$ cat config.mk
export PLATFORM = sky130hd
export DESIGN_NAME = ks_note_sequencer
export DESIGN_NICKNAME = d
export VERILOG_FILES = /design/src/rtl/ks_note_sequencer.sv
export SDC_FILE = /design/constraint.sdc
export NUM_CORES = 1
export LEC_CHECK = 0
export BUFFER_PORTS_ARGS = -buffer_cell sky130_fd_sc_hd__buf_4
export CAP_MARGIN = 15
export CORE_MARGIN = 2
export CORE_UTILIZATION = 51
export CTS_BUF_LIST = sky130_fd_sc_hd__clkbuf_4
export DETAILED_ROUTE_END_ITERATION = 10
export GPL_ROUTABILITY_DRIVEN = 0
export PLACE_DENSITY_LB_ADDON = 0.12
export SLEW_MARGIN = 20
export SYNTH_ARGS = -nofsm -noshare
export SYNTH_HDL_FRONTEND = slang
export SYNTH_SLANG_ARGS = --single-unit
export TNS_END_PERCENT = 1
$ cat constraint.sdc
create_clock -name clk -period 12.3 [get_ports clk]
set_clock_uncertainty 0.1 [all_clocks]
set_input_delay 3.69 -clock clk [delete_from_list [all_inputs] [get_ports clk]]
set_output_delay 3.69 -clock clk [all_outputs]
set_load 0.01 [all_outputs]
$ cat src/rtl/ks_note_sequencer.sv
// ks_note_sequencer
// Autonomous note sequencer for the Karplus-Strong string voice. It steps through a
// small programmable table of string periods, one step every L sample ticks. Each step
// damps the string for one tick (MUTE), loads the period, then plucks for PLUCK_TICKS
// ticks (PLUCK) and waits out the rest of the step (HOLD).
//
// Optional build macro: KS_SEQ_SWING_EN adds swing_i. When swing_i=1, odd-indexed
// steps last L + (L>>2) ticks.
//
// Ports:
//   clk, rst_n      system clock, synchronous active-low reset
//   tick_i          sample-rate strobe, one clk wide
//   run_i           1 = run the sequence, 0 = stop (acts on every clk)
//   one_shot_i      1 = stop after the last step, 0 = loop
//   tempo_i         step length in ticks (clamped to PLUCK_TICKS+2 minimum)
//   last_step_i     index of the final step
//   step_we_i, step_addr_i, step_period_i, step_rest_i   table write port
//   period_o        period to ks_string
//   pluck_o         pluck request to ks_string
//   rst_string_no   active-low string damp
//   step_idx_o      index of the current step
//   busy_o          1 when not idle
//   wrap_o          one-clk pulse when the sequence passes its last step
module ks_note_sequencer #(
  parameter int unsigned NUM_STEPS   = 8,
  parameter int unsigned DATA_WIDTH  = 8,
  parameter int unsigned TEMPO_WIDTH = 12,
  parameter int unsigned PLUCK_TICKS = 4,
  parameter int unsigned IDX_W       = $clog2(NUM_STEPS)
) (
  input  logic                   clk,
  input  logic                   rst_n,
  input  logic                   tick_i,
  input  logic                   run_i,
  input  logic                   one_shot_i,
`ifdef KS_SEQ_SWING_EN
  input  logic                   swing_i,
`endif
  input  logic [TEMPO_WIDTH-1:0] tempo_i,
  input  logic [IDX_W-1:0]       last_step_i,
  input  logic                   step_we_i,
  input  logic [IDX_W-1:0]       step_addr_i,
  input  logic [DATA_WIDTH-1:0]  step_period_i,
  input  logic                   step_rest_i,
  output logic [DATA_WIDTH-1:0]  period_o,
  output logic                   pluck_o,
  output logic                   rst_string_no,
  output logic [IDX_W-1:0]       step_idx_o,
  output logic                   busy_o,
  output logic                   wrap_o
);

  typedef enum logic [1:0] {StIdle, StMute, StPluck, StHold} state_e;

  localparam logic [TEMPO_WIDTH-1:0] MinLen   = TEMPO_WIDTH'(PLUCK_TICKS + 2);
  // Counter value on the last PLUCK tick (MUTE tick is counted as 1).
  localparam logic [TEMPO_WIDTH-1:0] PluckEnd = TEMPO_WIDTH'(PLUCK_TICKS + 1);
  localparam logic [TEMPO_WIDTH-1:0] CntMax   = '1;

  logic [DATA_WIDTH-1:0]  tbl_period_q [NUM_STEPS];
  logic [NUM_STEPS-1:0]   tbl_rest_q;

  state_e                 state_q, state_d;
  logic [TEMPO_WIDTH-1:0] cnt_q, cnt_d, cnt_inc;
  logic [IDX_W-1:0]       idx_q, idx_d;
  logic [DATA_WIDTH-1:0]  period_q, period_d;
  logic                   rest_q, rest_d;
  logic                   pluck_q, pluck_d;
  logic                   rsn_q, rsn_d;
  logic                   wrap_q, wrap_d;
  logic                   busy_q;
  logic                   enter_mute;
  logic [TEMPO_WIDTH-1:0] len, limit;

  // Table: write in any state. A MUTE load on the same clk reads the old contents.
  always_ff @(posedge clk) begin
    if (!rst_n) begin
      for (int i = 0; i < NUM_STEPS; i++) tbl_period_q[i] <= '0;
      tbl_rest_q <= '0;
    end else if (step_we_i) begin
      tbl_period_q[step_addr_i] <= step_period_i;
      tbl_rest_q[step_addr_i]   <= step_rest_i;
    end
  end

  assign len     = (tempo_i < MinLen) ? MinLen : tempo_i;
  assign cnt_inc = (cnt_q == CntMax) ? cnt_q : cnt_q + 1'b1;

`ifdef KS_SEQ_SWING_EN
  logic [TEMPO_WIDTH:0] len_swing;
  assign len_swing = {1'b0, len} + {1'b0, (len >> 2)};
  // Saturated counter could never pass a limit above CntMax, so clamp it.
  assign limit = (swing_i && idx_q[0])
               ? (len_swing[TEMPO_WIDTH] ? CntMax : len_swing[TEMPO_WIDTH-1:0])
               : len;
`else
  assign limit = len;
`endif

  always_comb begin
    state_d    = state_q;
    cnt_d      = cnt_q;
    idx_d      = idx_q;
    period_d   = period_q;
    rest_d     = rest_q;
    pluck_d    = pluck_q;
    rsn_d      = rsn_q;
    wrap_d     = 1'b0;
    enter_mute = 1'b0;
    if (!run_i) begin
      // Stop keeps period and step index so a restart resumes at the same step.
      state_d = StIdle;
      pluck_d = 1'b0;
      rsn_d   = 1'b1;
      cnt_d   = '0;
    end else if (tick_i) begin
      unique case (state_q)
        StIdle: enter_mute = 1'b1;
        StMute: begin
          state_d = StPluck;
          rsn_d   = 1'b1;
          pluck_d = ~rest_q;
          cnt_d   = cnt_inc;
        end
        StPluck: begin
          cnt_d = cnt_inc;
          if (cnt_q >= PluckEnd) begin
            state_d = StHold;
            pluck_d = 1'b0;
          end
        end
        StHold: begin
          if (cnt_q >= limit) begin
            // last_step_i cannot exceed NUM_STEPS-1 as NUM_STEPS is a power of two.
            if (idx_q == last_step_i) begin
              idx_d  = '0;
              wrap_d = 1'b1;
              if (one_shot_i) begin
                state_d = StIdle;
                cnt_d   = '0;
              end else begin
                enter_mute = 1'b1;
              end
            end else begin
              idx_d      = idx_q + 1'b1;
              enter_mute = 1'b1;
            end
          end else begin
            cnt_d = cnt_inc;
          end
        end
        default: state_d = StIdle;
      endcase
      if (enter_mute) begin
        state_d  = StMute;
        rsn_d    = 1'b0;
        period_d = tbl_period_q[idx_d];
        rest_d   = tbl_rest_q[idx_d];
        cnt_d    = TEMPO_WIDTH'(1);
      end
    end
  end

  always_ff @(posedge clk) begin
    if (!rst_n) begin
      state_q  <= StIdle;
      cnt_q    <= '0;
      idx_q    <= '0;
      period_q <= '0;
      rest_q   <= 1'b0;
      pluck_q  <= 1'b0;
      rsn_q    <= 1'b1;
      wrap_q   <= 1'b0;
      busy_q   <= 1'b0;
    end else begin
      state_q  <= state_d;
      cnt_q    <= cnt_d;
      idx_q    <= idx_d;
      period_q <= period_d;
      rest_q   <= rest_d;
      pluck_q  <= pluck_d;
      rsn_q    <= rsn_d;
      wrap_q   <= wrap_d;
      busy_q   <= (state_d != StIdle);
    end
  end

  assign period_o      = period_q;
  assign pluck_o       = pluck_q;
  assign rst_string_no = rsn_q;
  assign step_idx_o    = idx_q;
  assign busy_o        = busy_q;
  assign wrap_o        = wrap_q;

endmodule

==> impl_metrics.tcl <==
set metrics [dict create \
    status "complete, no violations" \
    synth-async-reset-ratio 0 \
    slowest_stage "a21oi_2" \
    ys_warn_count 0 \
    min_from "tbl_rest_q[2]" \
    critPathTopFamily "compound AO/OA/AOI/OAI gates" \
    grt_util_met2 0.3968 \
    finalNetCount 620 \
    drtPass1Iterations 6 \
    clk_latency_ns 0.50 \
    die_h_um 105.2 \
    hold_viol 0 \
    antenna_found_initial 0 \
    track_usage 0.2313 \
    tns_ns 0 \
    r2r-start "cnt_q[0]" \
    tightest_slew_ns 1.078 \
    path_cells "buf_4, nor4_1, nand4_1, nor4_1, nor2_1, ha_1, nand2_1, o21ai_1, a31oi_2, a21oi_2, mux2i_4, buf_4, mux2i_1, a32oi_1, a32o_1" \
    core_um2 9864 \
    detail_route.wl_per_cell_um 17.80 \
    finalMaxSlewViolations 0 \
    viasPerCell 5.722 \
    cts_buffers 9 \
    grt_start_max_net_pins 38 \
    cellLeakagePower_uw 0.002255 \
    die_x_um 105.2 \
    ir_drop_uv 71.63 \
    hold_class "reg2reg" \
    grt_pass1_wl_um 19490 \
    numPortBuffers 47 \
    drt_iter0_drc 257 \
    end_kind "flip-flop" \
    drc_errors 0 \
    met3_usage 0.05504 \
    r2r_cells 11 \
    area_growth_pct 12.16 \
    finalCriticalPeriod_ns 7.039 \
    grt_pass1_vias 3808 \
    syn_inst 520 \
    grt_util_met1 0.2862 \
    busiest_layer "met2" \
    min_period_over_period 0.5723 \
    max_cap_violations 0 \
    clockRootBuffer "clkbuf_4" \
    antennaDiodeCount 0 \
    cp_slowest_stage_delay_ns 0.50 \
    tritoncts_num_sinks 102 \
    ys_seq_area_frac 0.5133 \
    clockBufferDepth 2 \
    die-area_um2 11070 \
    worstPathRequired_ns 12.62 \
    initial_utilization 0.5298 \
    cts_tree "done" \
    htreeDepth 3 \
    wl_um 12550 \
    rsz0062_at_grt "no" \
    cts.reportedPaths.clkPinSlew_ns 0.18 \
    ioPinCount 48 \
    synth_edf_count 64 \
    criticalPathCategory "in2reg" \
    ff2ff_setup_slack_ns 8.88 \
    critPathBufInv 2 \
    antenna_left 0 \
    max_clock_freq_mhz 142.1 \
    cts_setup_buffers 0 \
    ys_seq_elements 102 \
    netlist-cell-type-count 52 \
    max-slew-margin-rel 0.2759 \
    syn_area_um2 5226 \
    grt_overflow 0 \
    cts_resized 0 \
    startpoint_type "input port" \
    reg2reg_to "period_o[2]" \
    worstPathMaxFanout 37 \
    syn_area_per_cell_um2 10.05 \
    dp_hpwl_um 8770 \
    hold_path_depth 2 \
    synthFlopType "edfxtp_1" \
    holdPathEnd "tbl_rest_q[2]" \
    cp.arrival_ns 7.36 \
    std_cell_rows 36 \
    cts_hold_buf 0 \
    p_per_area_nw_per_um2 104.8 \
    drive_gt1_frac 0.1434 \
    num_vias 4034 \
    syn_nets 573 \
    setup_viol 0 \
    power.total_uw 614.2 \
]
[metal layers]
layer | up-vias | routed length (µm)
met5 | - | 0
met4 | 0 | 182
met1 | 1922 | 5249
met2 | 133 | 6373
met3 | 16 | 745
li1 | 1963 | -
[worst max path at each step]
stage / startpoint / to / slack [ns] / depth (start not counted)
after floorplan: tempo_i[11] / period_o[3] / 5.55 / 15
after global routing: tempo_i[11] / period_o[2] / 4.98 / 15
after detailed placement: tempo_i[11] / period_o[2] / 4.71 / 15
after CTS: tempo_i[11] / period_o[2] / 5.24 / 15
after global placement: tempo_i[11] / period_o[2] / 4.86 / 15
final: tempo_i[11] / period_o[2] / 5.26 / 15
[cell families (layout without fill, tap and decap cells)]
logic type | count (synthesis) | count (layout) | share of synthesized area
AOI/OAI and AO/OA | 106 | 106 | 0.1496
DFF | 102 | 102 | 0.5133
xor gates and xnor gates | 6 | 6 | 0.01005
and+or+nand+nor | 229 | 229 | 0.2193
adders and majority gates | 20 | 20 | 0.04788
buffers and inverters | 45 | 97 | 0.03663
muxes | 12 | 12 | 0.02322
[sequential cells by signal (all words and copies together) (netlist names)]
signal         cells
tbl_period_q      64
cnt_q             12
period_o           8
tbl_rest_q         8
step_idx_o         3
state_q            2
busy_o             1
pluck_o            1
rest_q             1
rst_string_no      1
wrap_o             1
[cell usage after synthesis, drive strengths merged (4+ instances only)]
cell type  count  area, µm²
a211oi         6      62.56
o31ai          4      35.03
ha            20      250.2
a32o           9      90.09
a311oi        12      105.1
nand2         80      300.3
edfxtp        64       1922
a21oi         17      88.84
xor2           6      52.55
nor2b          4      25.02
nor2          30      112.6
dfxtp         38      760.7
a21o           5      37.54
inv           30      112.6
and2          65      409.1
a32oi          9      78.83
o21ai         28      140.1
clkbuf         5      18.77
mux2i         11      110.1
nand2b         5      31.28
nand3         16      80.08
buf           10      60.05
nor3          10      61.31
nand4          4      25.02
and3           6      37.54
[stage by stage]
stage	utilization	hold slack [ns]	cell area, µm²	worst slack, ns	std cells
2_1_floorplan	-	0.3331	5226	5.552	520
3_3_place_gp	0.5798	0.3581	5719	4.858	689
3_5_place_dp	0.5798	0.3697	5719	4.709	689
4_1_cts	0.5937	0.3919	5857	5.237	705
5_1_grt	0.5942	0.4216	5862	4.975	705
6_report	0.5942	0.3923	5862	5.261	705
[area by class of cell]
type,instances,area (µm²)
inverters,30,112.6
flip-flops and latches,102,2683
repair buffers,51,382.9
fillers,883,4003
clock inverters,6,62.56
clock buffers,10,75.07
multi-input cells,373,2380
well taps,133,166.4
[cells in the final DEF (no fill, tap or decap), drive strengths merged, types with 4 or more instances in the layout]
master	n
a32o	9
a32oi	9
nand4	4
clkbuf	10
dfxtp	38
o31ai	4
nor2	30
edfxtp	64
mux2i	11
o21ai	28
nor3	10
a211oi	6
nand2	80
ha	20
nand2b	5
a311oi	12
inv	33
a21oi	17
nand3	16
a21o	5
and2	65
xor2	6
buf	51
nor2b	4
and3	6
[report_power, final]
part	internal [µW]	total, µW	switching, µW
registers	380	387	6.60
logic	21.3	54.7	33.4
clock network	49.2	173	123
[worst register-to-register path, delay by kind of cell, from the launching register on]
family | cells | cell delay (ns)
adder cells (fa/ha/maj) | 1 | 0.29
flip-flops | 1 | 0.51
multiplexers | 2 | 0.61
buffers and inverters | 2 | 0.52
AND/OR/NAND/NOR | 1 | 0.04
AO/OA/AOI/OAI | 5 | 1.29
No activity file was read; power rests on OpenSTA's default activity.
